==> src/rtl/vending_fsm_param_if.sv <==
// ---------------------------------------------------------------------------
// vending_fsm_param_if
//   Bundles the coin-acceptor / product-select / dispenser signals of the
//   parametrised vending controller.
//
//   master : front end + dispenser drivers (drives x, vend, sel, cancel)
//   slave  : the vending controller
//
//   x            coin code 00 none, 01/10/11 = COIN1/2/3
//   vend, sel    purchase request and product index
//   cancel       refund request
//   z, item      one-cycle vend pulse and vended product index
//   change       coin code dispensed this cycle
//   deny         one-cycle purchase-refused pulse
//   coin_reject  one-cycle coin-returned pulse
//   busy         controller is vending or paying out change
//   credit       current credit
//   sold_out     per-item stock-empty flags (only with VM_STOCK_EN)
//
//   Optional feature macro: VM_STOCK_EN
// ---------------------------------------------------------------------------
interface vending_fsm_param_if #(
    parameter int CREDIT_W = 8,
    parameter int SEL_W    = 2
`ifdef VM_STOCK_EN
    , parameter int NUM_ITEMS = 4
`endif
);
    logic [1:0]          x;
    logic                vend;
    logic [SEL_W-1:0]    sel;
    logic                cancel;
    logic                z;
    logic [SEL_W-1:0]    item;
    logic [1:0]          change;
    logic                deny;
    logic                coin_reject;
    logic                busy;
    logic [CREDIT_W-1:0] credit;
`ifdef VM_STOCK_EN
    logic [NUM_ITEMS-1:0] sold_out;

    modport master (
        output x, vend, sel, cancel,
        input  z, item, change, deny, coin_reject, busy, credit, sold_out
    );
    modport slave (
        input  x, vend, sel, cancel,
        output z, item, change, deny, coin_reject, busy, credit, sold_out
    );
`else
    modport master (
        output x, vend, sel, cancel,
        input  z, item, change, deny, coin_reject, busy, credit
    );
    modport slave (
        input  x, vend, sel, cancel,
        output z, item, change, deny, coin_reject, busy, credit
    );
`endif
endinterface

==> src/rtl/vending_fsm_param.sv <==
// ---------------------------------------------------------------------------
// vending_fsm_param
//   Multi-product vending controller. Accumulates coin credit up to
//   MAX_CREDIT, sells one of NUM_ITEMS products at parameter prices, and pays
//   change back one coin per cycle, largest denomination first. Cancel
//   refunds the whole credit through the same change sequencer.
//
//   Ports:
//     clk   rising-edge clock
//     rst   asynchronous active-high reset
//     bus   vending_fsm_param_if.slave (coin/select inputs, vend/change/
//           deny/coin_reject/busy/credit outputs, sold_out with stock)
//
//   All outputs are registered. States: IDLE, VEND (one cycle), CHANGE.
//
//   Optional feature macro: VM_STOCK_EN -- per-item stock counters loaded
//   with STOCK_INIT, sold-out items are denied, sold_out flags exported.
// ---------------------------------------------------------------------------
module vending_fsm_param #(
    parameter int CREDIT_W  = 8,
    parameter int NUM_ITEMS = 4,
    parameter int SEL_W     = 2,
    parameter int COIN1_VAL = 5,
    parameter int COIN2_VAL = 10,
    parameter int COIN3_VAL = 25,
    parameter logic [NUM_ITEMS*CREDIT_W-1:0] PRICES = {8'd35, 8'd25, 8'd20, 8'd15},
    parameter int MAX_CREDIT = 100
`ifdef VM_STOCK_EN
    , parameter int STOCK_INIT = 3
`endif
) (
    input logic clk,
    input logic rst,
    vending_fsm_param_if.slave bus
);

    typedef enum logic [1:0] {IDLE, VEND, CHANGE} state_t;

    localparam int NSEL = 2**SEL_W;
    localparam logic [CREDIT_W-1:0] C1   = CREDIT_W'(COIN1_VAL);
    localparam logic [CREDIT_W-1:0] C2   = CREDIT_W'(COIN2_VAL);
    localparam logic [CREDIT_W-1:0] C3   = CREDIT_W'(COIN3_VAL);
    localparam logic [CREDIT_W:0]   CMAX = (CREDIT_W+1)'(MAX_CREDIT);

    state_t              state;
    logic [CREDIT_W-1:0] credit_q;
    logic                z_q;
    logic [SEL_W-1:0]    item_q;
    logic [1:0]          change_q;
    logic                deny_q;
    logic                rej_q;
    logic                busy_q;

    // Lookup tables padded to the full select range so an out-of-range sel
    // simply reads "invalid" instead of indexing past the item list.
    logic [CREDIT_W-1:0] price_tab [NSEL];
    logic [NSEL-1:0]     sel_valid;
    logic [NSEL-1:0]     in_stock;

    for (genvar i = 0; i < NSEL; i++) begin : g_tab
        if (i < NUM_ITEMS) begin : g_item
            assign price_tab[i] = PRICES[i*CREDIT_W +: CREDIT_W];
            assign sel_valid[i] = 1'b1;
        end else begin : g_pad
            assign price_tab[i] = '0;
            assign sel_valid[i] = 1'b0;
        end
    end

    // Coin decode; the sum carries one extra bit so the ceiling check sees
    // the true total rather than a wrapped one.
    logic [CREDIT_W:0]   coin_val;
    logic [CREDIT_W:0]   coin_sum;
    logic                coin_in;
    logic [CREDIT_W-1:0] price;
    logic                vend_ok;
    logic                vend_fire;

    always_comb begin
        case (bus.x)
            2'b01:   coin_val = (CREDIT_W+1)'(COIN1_VAL);
            2'b10:   coin_val = (CREDIT_W+1)'(COIN2_VAL);
            2'b11:   coin_val = (CREDIT_W+1)'(COIN3_VAL);
            default: coin_val = '0;
        endcase
    end

    assign coin_in   = (bus.x != 2'b00);
    assign coin_sum  = {1'b0, credit_q} + coin_val;
    assign price     = price_tab[bus.sel];
    assign vend_ok   = sel_valid[bus.sel] && (credit_q >= price) && in_stock[bus.sel];
    // cancel outranks vend, so a vend only fires when cancel is low
    assign vend_fire = (state == IDLE) && !bus.cancel && bus.vend && vend_ok;

`ifdef VM_STOCK_EN
    localparam int STOCK_W = (STOCK_INIT > 0) ? $clog2(STOCK_INIT + 1) : 1;

    logic [NUM_ITEMS-1:0] sold_q;

    for (genvar i = 0; i < NSEL; i++) begin : g_stock
        if (i < NUM_ITEMS) begin : g_cnt
            logic [STOCK_W-1:0] cnt;
            logic               so;
            always_ff @(posedge clk or posedge rst) begin
                if (rst) begin
                    cnt <= STOCK_W'(STOCK_INIT);
                    so  <= (STOCK_INIT == 0);
                end else if (vend_fire && (bus.sel == SEL_W'(i))) begin
                    cnt <= cnt - STOCK_W'(1);
                    so  <= (cnt == STOCK_W'(1));
                end
            end
            assign in_stock[i] = (cnt != '0);
            assign sold_q[i]   = so;
        end else begin : g_pad
            assign in_stock[i] = 1'b0;
        end
    end

    assign bus.sold_out = sold_q;
`else
    assign in_stock = '1;
`endif

    always_ff @(posedge clk or posedge rst) begin
        if (rst) begin
            state    <= IDLE;
            credit_q <= '0;
            z_q      <= 1'b0;
            item_q   <= '0;
            change_q <= 2'b00;
            deny_q   <= 1'b0;
            rej_q    <= 1'b0;
            busy_q   <= 1'b0;
        end else begin
            // pulse outputs default low every cycle
            z_q      <= 1'b0;
            item_q   <= '0;
            change_q <= 2'b00;
            deny_q   <= 1'b0;
            rej_q    <= 1'b0;
            case (state)
                IDLE: begin
                    if (bus.cancel) begin
                        rej_q <= coin_in;
                        if (credit_q != '0) begin
                            state  <= CHANGE;
                            busy_q <= 1'b1;
                        end
                    end else if (bus.vend) begin
                        rej_q <= coin_in;
                        if (vend_ok) begin
                            state    <= VEND;
                            busy_q   <= 1'b1;
                            z_q      <= 1'b1;
                            item_q   <= bus.sel;
                            credit_q <= credit_q - price;
                        end else begin
                            deny_q <= 1'b1;
                        end
                    end else if (coin_in) begin
                        if (coin_sum <= CMAX) credit_q <= coin_sum[CREDIT_W-1:0];
                        else                  rej_q    <= 1'b1;
                    end
                end
                VEND: begin
                    rej_q <= coin_in;
                    if (credit_q != '0) begin
                        state <= CHANGE;
                    end else begin
                        state  <= IDLE;
                        busy_q <= 1'b0;
                    end
                end
                CHANGE: begin
                    rej_q <= coin_in;
                    if (credit_q >= C3) begin
                        change_q <= 2'b11;
                        credit_q <= credit_q - C3;
                    end else if (credit_q >= C2) begin
                        change_q <= 2'b10;
                        credit_q <= credit_q - C2;
                    end else if (credit_q >= C1) begin
                        change_q <= 2'b01;
                        credit_q <= credit_q - C1;
                    end else begin
                        // empty (or sub-coin residue): drop it and go idle
                        credit_q <= '0;
                        state    <= IDLE;
                        busy_q   <= 1'b0;
                    end
                end
                default: begin
                    state  <= IDLE;
                    busy_q <= 1'b0;
                end
            endcase
        end
    end

    assign bus.z           = z_q;
    assign bus.item        = item_q;
    assign bus.change      = change_q;
    assign bus.deny        = deny_q;
    assign bus.coin_reject = rej_q;
    assign bus.busy        = busy_q;
    assign bus.credit      = credit_q;

endmodule

==> src/flat_wrapper.sv <==
// flat-port wrapper written by rule: the top's interface ports become plain ports
module vending_fsm_param_flat 
#(
    parameter int CREDIT_W  = 8,
    parameter int NUM_ITEMS = 4,
    parameter int SEL_W     = 2,
    parameter int COIN1_VAL = 5,
    parameter int COIN2_VAL = 10,
    parameter int COIN3_VAL = 25,
    parameter logic [NUM_ITEMS*CREDIT_W-1:0] PRICES = {8'd35, 8'd25, 8'd20, 8'd15},
    parameter int MAX_CREDIT = 100

)
  (clk, rst, bus_x, bus_vend, bus_sel, bus_cancel, bus_z, bus_item, bus_change, bus_deny, bus_coin_reject, bus_busy, bus_credit);
  vending_fsm_param_if #(.CREDIT_W(CREDIT_W), .SEL_W(SEL_W)) bus_i ();
  input logic clk;
  input logic rst;
  input wire logic [$bits(bus_i.x)-1:0] bus_x;
  input wire logic [$bits(bus_i.vend)-1:0] bus_vend;
  input wire logic [$bits(bus_i.sel)-1:0] bus_sel;
  input wire logic [$bits(bus_i.cancel)-1:0] bus_cancel;
  output wire logic [$bits(bus_i.z)-1:0] bus_z;
  output wire logic [$bits(bus_i.item)-1:0] bus_item;
  output wire logic [$bits(bus_i.change)-1:0] bus_change;
  output wire logic [$bits(bus_i.deny)-1:0] bus_deny;
  output wire logic [$bits(bus_i.coin_reject)-1:0] bus_coin_reject;
  output wire logic [$bits(bus_i.busy)-1:0] bus_busy;
  output wire logic [$bits(bus_i.credit)-1:0] bus_credit;
  assign bus_i.x = bus_x;
  assign bus_i.vend = bus_vend;
  assign bus_i.sel = bus_sel;
  assign bus_i.cancel = bus_cancel;
  assign bus_z = bus_i.z;
  assign bus_item = bus_i.item;
  assign bus_change = bus_i.change;
  assign bus_deny = bus_i.deny;
  assign bus_coin_reject = bus_i.coin_reject;
  assign bus_busy = bus_i.busy;
  assign bus_credit = bus_i.credit;
  vending_fsm_param #(.CREDIT_W(CREDIT_W), .NUM_ITEMS(NUM_ITEMS), .SEL_W(SEL_W), .COIN1_VAL(COIN1_VAL), .COIN2_VAL(COIN2_VAL), .COIN3_VAL(COIN3_VAL), .PRICES(PRICES), .MAX_CREDIT(MAX_CREDIT)) u_core (.clk(clk), .rst(rst), .bus(bus_i));
endmodule
==> config.mk <==
export PLATFORM = sky130hd
export DESIGN_NAME = vending_fsm_param_flat
export DESIGN_NICKNAME = d
export VERILOG_FILES = /design/src/rtl/vending_fsm_param_if.sv /design/src/rtl/vending_fsm_param.sv /design/src/flat_wrapper.sv
export SDC_FILE = /design/constraint.sdc
export NUM_CORES = 1
export LEC_CHECK = 0
export ABC_AREA = 1
export CAP_MARGIN = 20
export CORE_MARGIN = 2
export CORE_UTILIZATION = 35
export DETAILED_ROUTE_END_ITERATION = 10
export HOLD_SLACK_MARGIN = 0.02
export PLACE_DENSITY = 0.6
export SETUP_SLACK_MARGIN = 0.05
export SYNTH_ARGS = -nofsm -noshare
export SYNTH_HDL_FRONTEND = slang
export SYNTH_SLANG_ARGS = --single-unit
==> constraint.sdc <==
create_clock -name clk -period 2.2 [get_ports clk]
set_input_delay 0.33 -clock clk [delete_from_list [all_inputs] [get_ports clk]]
set_output_delay 0.33 -clock clk [all_outputs]
set_load 0.02 [all_outputs]
After elaboration in Yosys (flattened, before gate mapping)
Cells that the tools add are included.

Output and inout bits: 16. Logic and storage cells: 101. Flip-flop bits (word level): 18. Input port bits: 8.

Reductions and logical operators: 10. $add $sub $neg: 5. Eq/ne operators: 16. Muxes and demuxes: 54. Bitwise gates (word level): 1. $lt $le $gt $ge: 7.

Operator list (count): $mux 8 (10); $mux 2 (15); $mux 1 (22); $bmux 8 s2 (1); $pmux 8 s2 (1); $pmux 5 s3 (1); $ne 2x2->1 const B (5); $add 8x5->9 (1); $le 9x7->1 const B (1); $ne 3x2->1 const B (3); $ne 3x3->1 const B (3); $ge 8x3->1 const B (1); $ge 8x4->1 const B (1); $ge 8x5->1 const B (1); $ge 8x8->1 (1); $reduce_bool 8->1 (1); $sub 8x3->8 const B (1); $sub 8x4->8 const B (1); $sub 8x5->8 const B (1); $sub 8x8->8 (1); $reduce_and 7->1 (1); $eq 2x2->1 const B (3); $pmux 2 s3 (1); $reduce_and 6->1 (1); other kinds (12) (15).

Depth between registers and ports, before layout
Depth in word-level cells: 11. Mapped depth: 18.

Least setup slack after synthesis
OpenSTA, ideal clock, no wires.

Path type: register to register. From: register u_core.credit_q[1], in the netlist u_core.bus.credit[1]. To: register u_core.credit_q[2], in the netlist u_core.bus.credit[2]. Buffers on the path: 0. Clock period less this slack: 2288 ps. Setup time: 118 ps. Setup slack: -88 ps. Cell stages (with the launch flop): 15. Arrival time: 2170 ps. Cell sequence: dfrtp_1 -> inv_1 -> fa_1 -> inv_1 -> nand3_1 -> nand2_1 -> nand2_1 -> nand2_1 -> nand3_1 -> nand3_1 -> nand3_1 -> inv_2 -> nand2_4 -> nand3_1 -> nand2_1.

Longest elaborated chain between the ends: 6. Elaborated cells between the ends (all ways): 24.

Ends and longest elaborated chain: start: declaration (line vending_fsm_param.sv:46) `logic [CREDIT_W-1:0] credit_q;`; start signal: assignment (line vending_fsm_param.sv:157) `credit_q <= credit_q - price;`; start signal: assignment (line vending_fsm_param.sv:162) `if (coin_sum <= CMAX) credit_q <= coin_sum[CREDIT_W-1:0];`; start signal: assignment (line vending_fsm_param.sv:179) `credit_q <= credit_q - C3;`; branches (longest 6 deep; another with $add 8x5->9).

Parallel ways; which one is timed is not known. The select of a mux whose other input is x is not followed. A chain may end at the register's enable or synchronous reset.

Worst setup path in the final report
From: register u_core.credit_q[4], in the netlist u_core.bus.credit[4]. To: register u_core.credit_q[1], in the netlist u_core.bus.credit[1].

Longest elaborated chain between the ends: 5. Elaborated cells between the ends (all ways): 15.

Ends and longest elaborated chain: branches (longest 5 deep; another with $add 8x5->9).

Parallel ways; which one is timed is not known.

==> impl_results.md <==
- Synth Area in Compound Gates: 12.8%
- Pre-CTS setup slack: -0.553 ns
- Min-delay src: bus_sel[0]
- Crit path capture type: flop
- Grt ovf: 0
- Avg Cell Area, Syn: 6.59 sq um
- Crit start category: flop
- Root buffer cell: clkbuf_8
- Clock sinks: 18
- Antenna Cells: 0
- Via/cell ratio: 4.97
- Register area share after synthesis: 19.7%
- Initial drt markers: 114
- WS Path Type: flop to flop
- Die width: 84.8 microns
- Net count after synthesis: 382
- Int Power: 2.55 mW
- CP bufs+invs: 3
- Gpl congestion: 0.895
- Ys Warns: 0
- Seq pwr share: 11.5%
- Rel. slew slack: 51.3%
- Initial antenna violation count: 0
- Vias: 2469
- Min-Delay Path Depth: 3
- Achievable frequency: 0.470 GHz
- Top cell type's share of synthesized area: 19.7%
- Post-Route Setup TNS: 0 ns
- Mux cell area share after synthesis: 0%
- Vias in the first global route: 2328
- Clock Latency Late Sink: 0.26 ns
- Clk pwr share: 5.3%
- Layout Cells excl Fill: 497
- Row cnt: 29
- Worst endpoint required time: 2.39 ns
- Post-synthesis xor/xnor area fraction: 4.98%
- Largest family of logic cells by synthesized area: simple AND/OR/NAND/NOR gates
- Worst path max stage delay: 0.46 ns
- Clk buf depth: 2
- Post-Synth Simple-Gate Area: 36.9%
- CTS tree: done
- Area share of fa/ha/maj cells after synthesis: 15.4%
- TritonCTS Buffers: 3
- Final nets: 456
- Switching part of the total: 51.9%
- Share of layout cells above drive strength 1: 27.6%
- Die footprint: 7190 sq um
- Post-route ant nets: 0
- Layout Utilization: 49.8%
- Gr busiest metal: met2
- Switch Pwr: 2.76 mW
- Unrepaired setup endpoints after global routing: true
- First-pass GRT wire length: 11.2 mm
- Clock Skew: 0.00319 ns
- Grt met1 use: 26.4%
- Synth unique cells: 36
- Logic pwr share: 83.3%
- Critical path peak fanout: 8
- PD cells: 1680 nW/um^2
- Post-synth design cell area: 2290 sq um
- Cells after Synth: 347
- Total Routing Usage GR: 19.4%
- Min cycle time layout: 2.13 ns
- H-tree Lvls: 1
- R2r setup slk: 0.07 ns
- Worst path top cell family by delay: simple AND/OR/NAND/NOR gates
- Hold WC Path Type: primary input to flop
- Hold WS: 0.342 ns
- Actual slew at the worst max-slew pin: 0.729 ns
- Hold endpoint: u_core.bus.item[0]
- P&R area growth vs syn: 38.3%
- Static Leak: 1.63 nW
- Fin. max-slew vios: 0
- Drt pass-1 iters: 4
- Met2 Use GR: 33.7%
- Slowest-stage cell, CP: dfrtp_1
- Hpwl dp: 5.47 mm
- Finish-stage setup viols: 0
- Pin count of the biggest net entering global routing: 19
- Worst r2r path cells: 12
- DR DRC count: 0
- Crit path cell chain: buf_4 -> inv_2 -> nand2_2 -> nor2_4 -> nand3_2 -> nor2_2 -> inv_2 -> nand2_1 -> nand2_1 -> o21ai_0 -> nand2_1 -> nand2_1
- Placed cells: 489
- Area leader, netlist: dfrtp_1
- GRT met3 Usage: 1.75%
- Top post-synthesis cells by area: dfrtp_1 (20%), nand2_1 (17%), ha_1 (14%)
- Period utilisation layout: 96.7%
- Crit path DAT: 2.32 ns
- Total Wirelength: 6.87 mm
- Final hold violation count: 0
- Reg clk slew, reported paths: 0.07 ns
- Critical path's most frequent cell: nand2_1
- Worst Setup Slack, final: 0.0727 ns
- Seq cells post-synth: 18
- Core ar.: 6350 sq um
- Port buffer count: 23
- Critical R2R Capture: u_core.bus.credit[1]
- Ports: 24
- Initial Util: 36.0%
- Reg-to-reg startpoint: u_core.bus.credit[4]
- Average wire per standard cell: 13.8 microns
- Outcome: completed
- Max-Cap Viols: 0
- Peak VDD IR: 976 uV
- Die height: 84.8 microns
==> per-stage QoR <==
stage                     power, mW  cell area (sq um)
after detailed placement       4.71               2960
final                          5.31               3160
after floorplan                3.16               2290
after CTS                      5.08               3060
after global routing           5.76               3160
after global placement         4.68               2960
==> worst max path at each step <==
stage                         start                    to  slack [ns]  cells after the start
6_report       u_core.bus.credit[4]  u_core.bus.credit[1]        0.07                     12
5_1_grt        u_core.bus.credit[1]  u_core.bus.credit[1]       -0.02                     13
4_1_cts        u_core.bus.credit[0]  u_core.bus.credit[1]        0.05                     16
3_5_place_dp             bus_sel[0]  u_core.bus.credit[1]       -0.55                     18
3_3_place_gp             bus_sel[0]  u_core.bus.credit[1]       -0.46                     18
2_1_floorplan  u_core.bus.credit[0]  u_core.bus.credit[1]        0.06                     16
==> area by class of cell <==
type,instances,area [sq um]
fillers,640,3190
repair buffers,77,641
well taps,77,96.3
inverters,49,189
clock buffers,4,55.1
multi-input cells,272,1730
flip-flops and latches,18,453
==> metal layers <==
metal	vias to the layer above	routed length, microns
li1	1280	-
met1	1119	3220
met2	66	3300
met3	4	310
met4	0	36
met5	-	0
==> synthesized netlist by cell type (all sizes together) <==
| cell type | count |
|---|---|
| nand2 | 109 |
| inv | 49 |
| nand3 | 30 |
| ha | 25 |
| nor2 | 25 |
| o21ai | 20 |
| dfrtp | 18 |
| a21oi | 17 |
| xor2 | 12 |
| o211ai | 8 |
| nand4 | 7 |
| a31oi | 4 |
| buf | 4 |
| clkbuf | 4 |
| or2 | 4 |
| nand3b | 3 |
| fa | 2 |
| nor3 | 2 |
| a21o | 1 |
| and2 | 1 |
| o31ai | 1 |
| xnor2 | 1 |
==> timing repair <==
action                                  in CTS  in global routing
gates resized for setup                     15                 26
pin swaps                                    1                  8
hold buffers                                 0                  0
endpoints found under the hold margin        0                  0
endpoints found under the setup margin      14                 12
buffers inserted                             1                  3
==> tightest hold or removal path: cells and delay by family <==
family	cells	cell delay [ns]
simple gates	1	0.04
buf+inv	2	0.20
==> registers in the layout, indices dropped and copies added (netlist names) <==
name	flops
u_core.bus.credit	8
u_core.bus.coin_reject	1
u_core.bus.change	2
u_core.bus.z	1
u_core.bus.item	2
u_core.bus.busy	1
u_core.state	2
u_core.bus.deny	1
==> layout by cell type, fill, tap and decap left out, types with 15 or more instances in the layout <==
cell,count
nand2_1,97
buf_4,53
inv_1,35
nand3_1,22
nor2_1,20
ha_1,20
clkdlybuf4s50_1,19
dfrtp_1,16
a21oi_1,15
==> power groups by stage <==
stage               Sequential, mW  Combinational [mW]  Clock [mW]
floorplan                    0.774                2.38           0
global placement             0.601                4.07           0
detailed placement           0.601                4.11           0
CTS                          0.599                4.20       0.280
global route                 0.625                4.84       0.302
finish                       0.609                4.42       0.279
==> kinds of logic after synthesis <==
family | after synthesis
compound gates | 51
xor+xnor | 13
fa+ha+maj | 27
buf+inv | 57
flops | 18
simple gates | 181
Note: power is estimated with default switching activity, not from simulation.
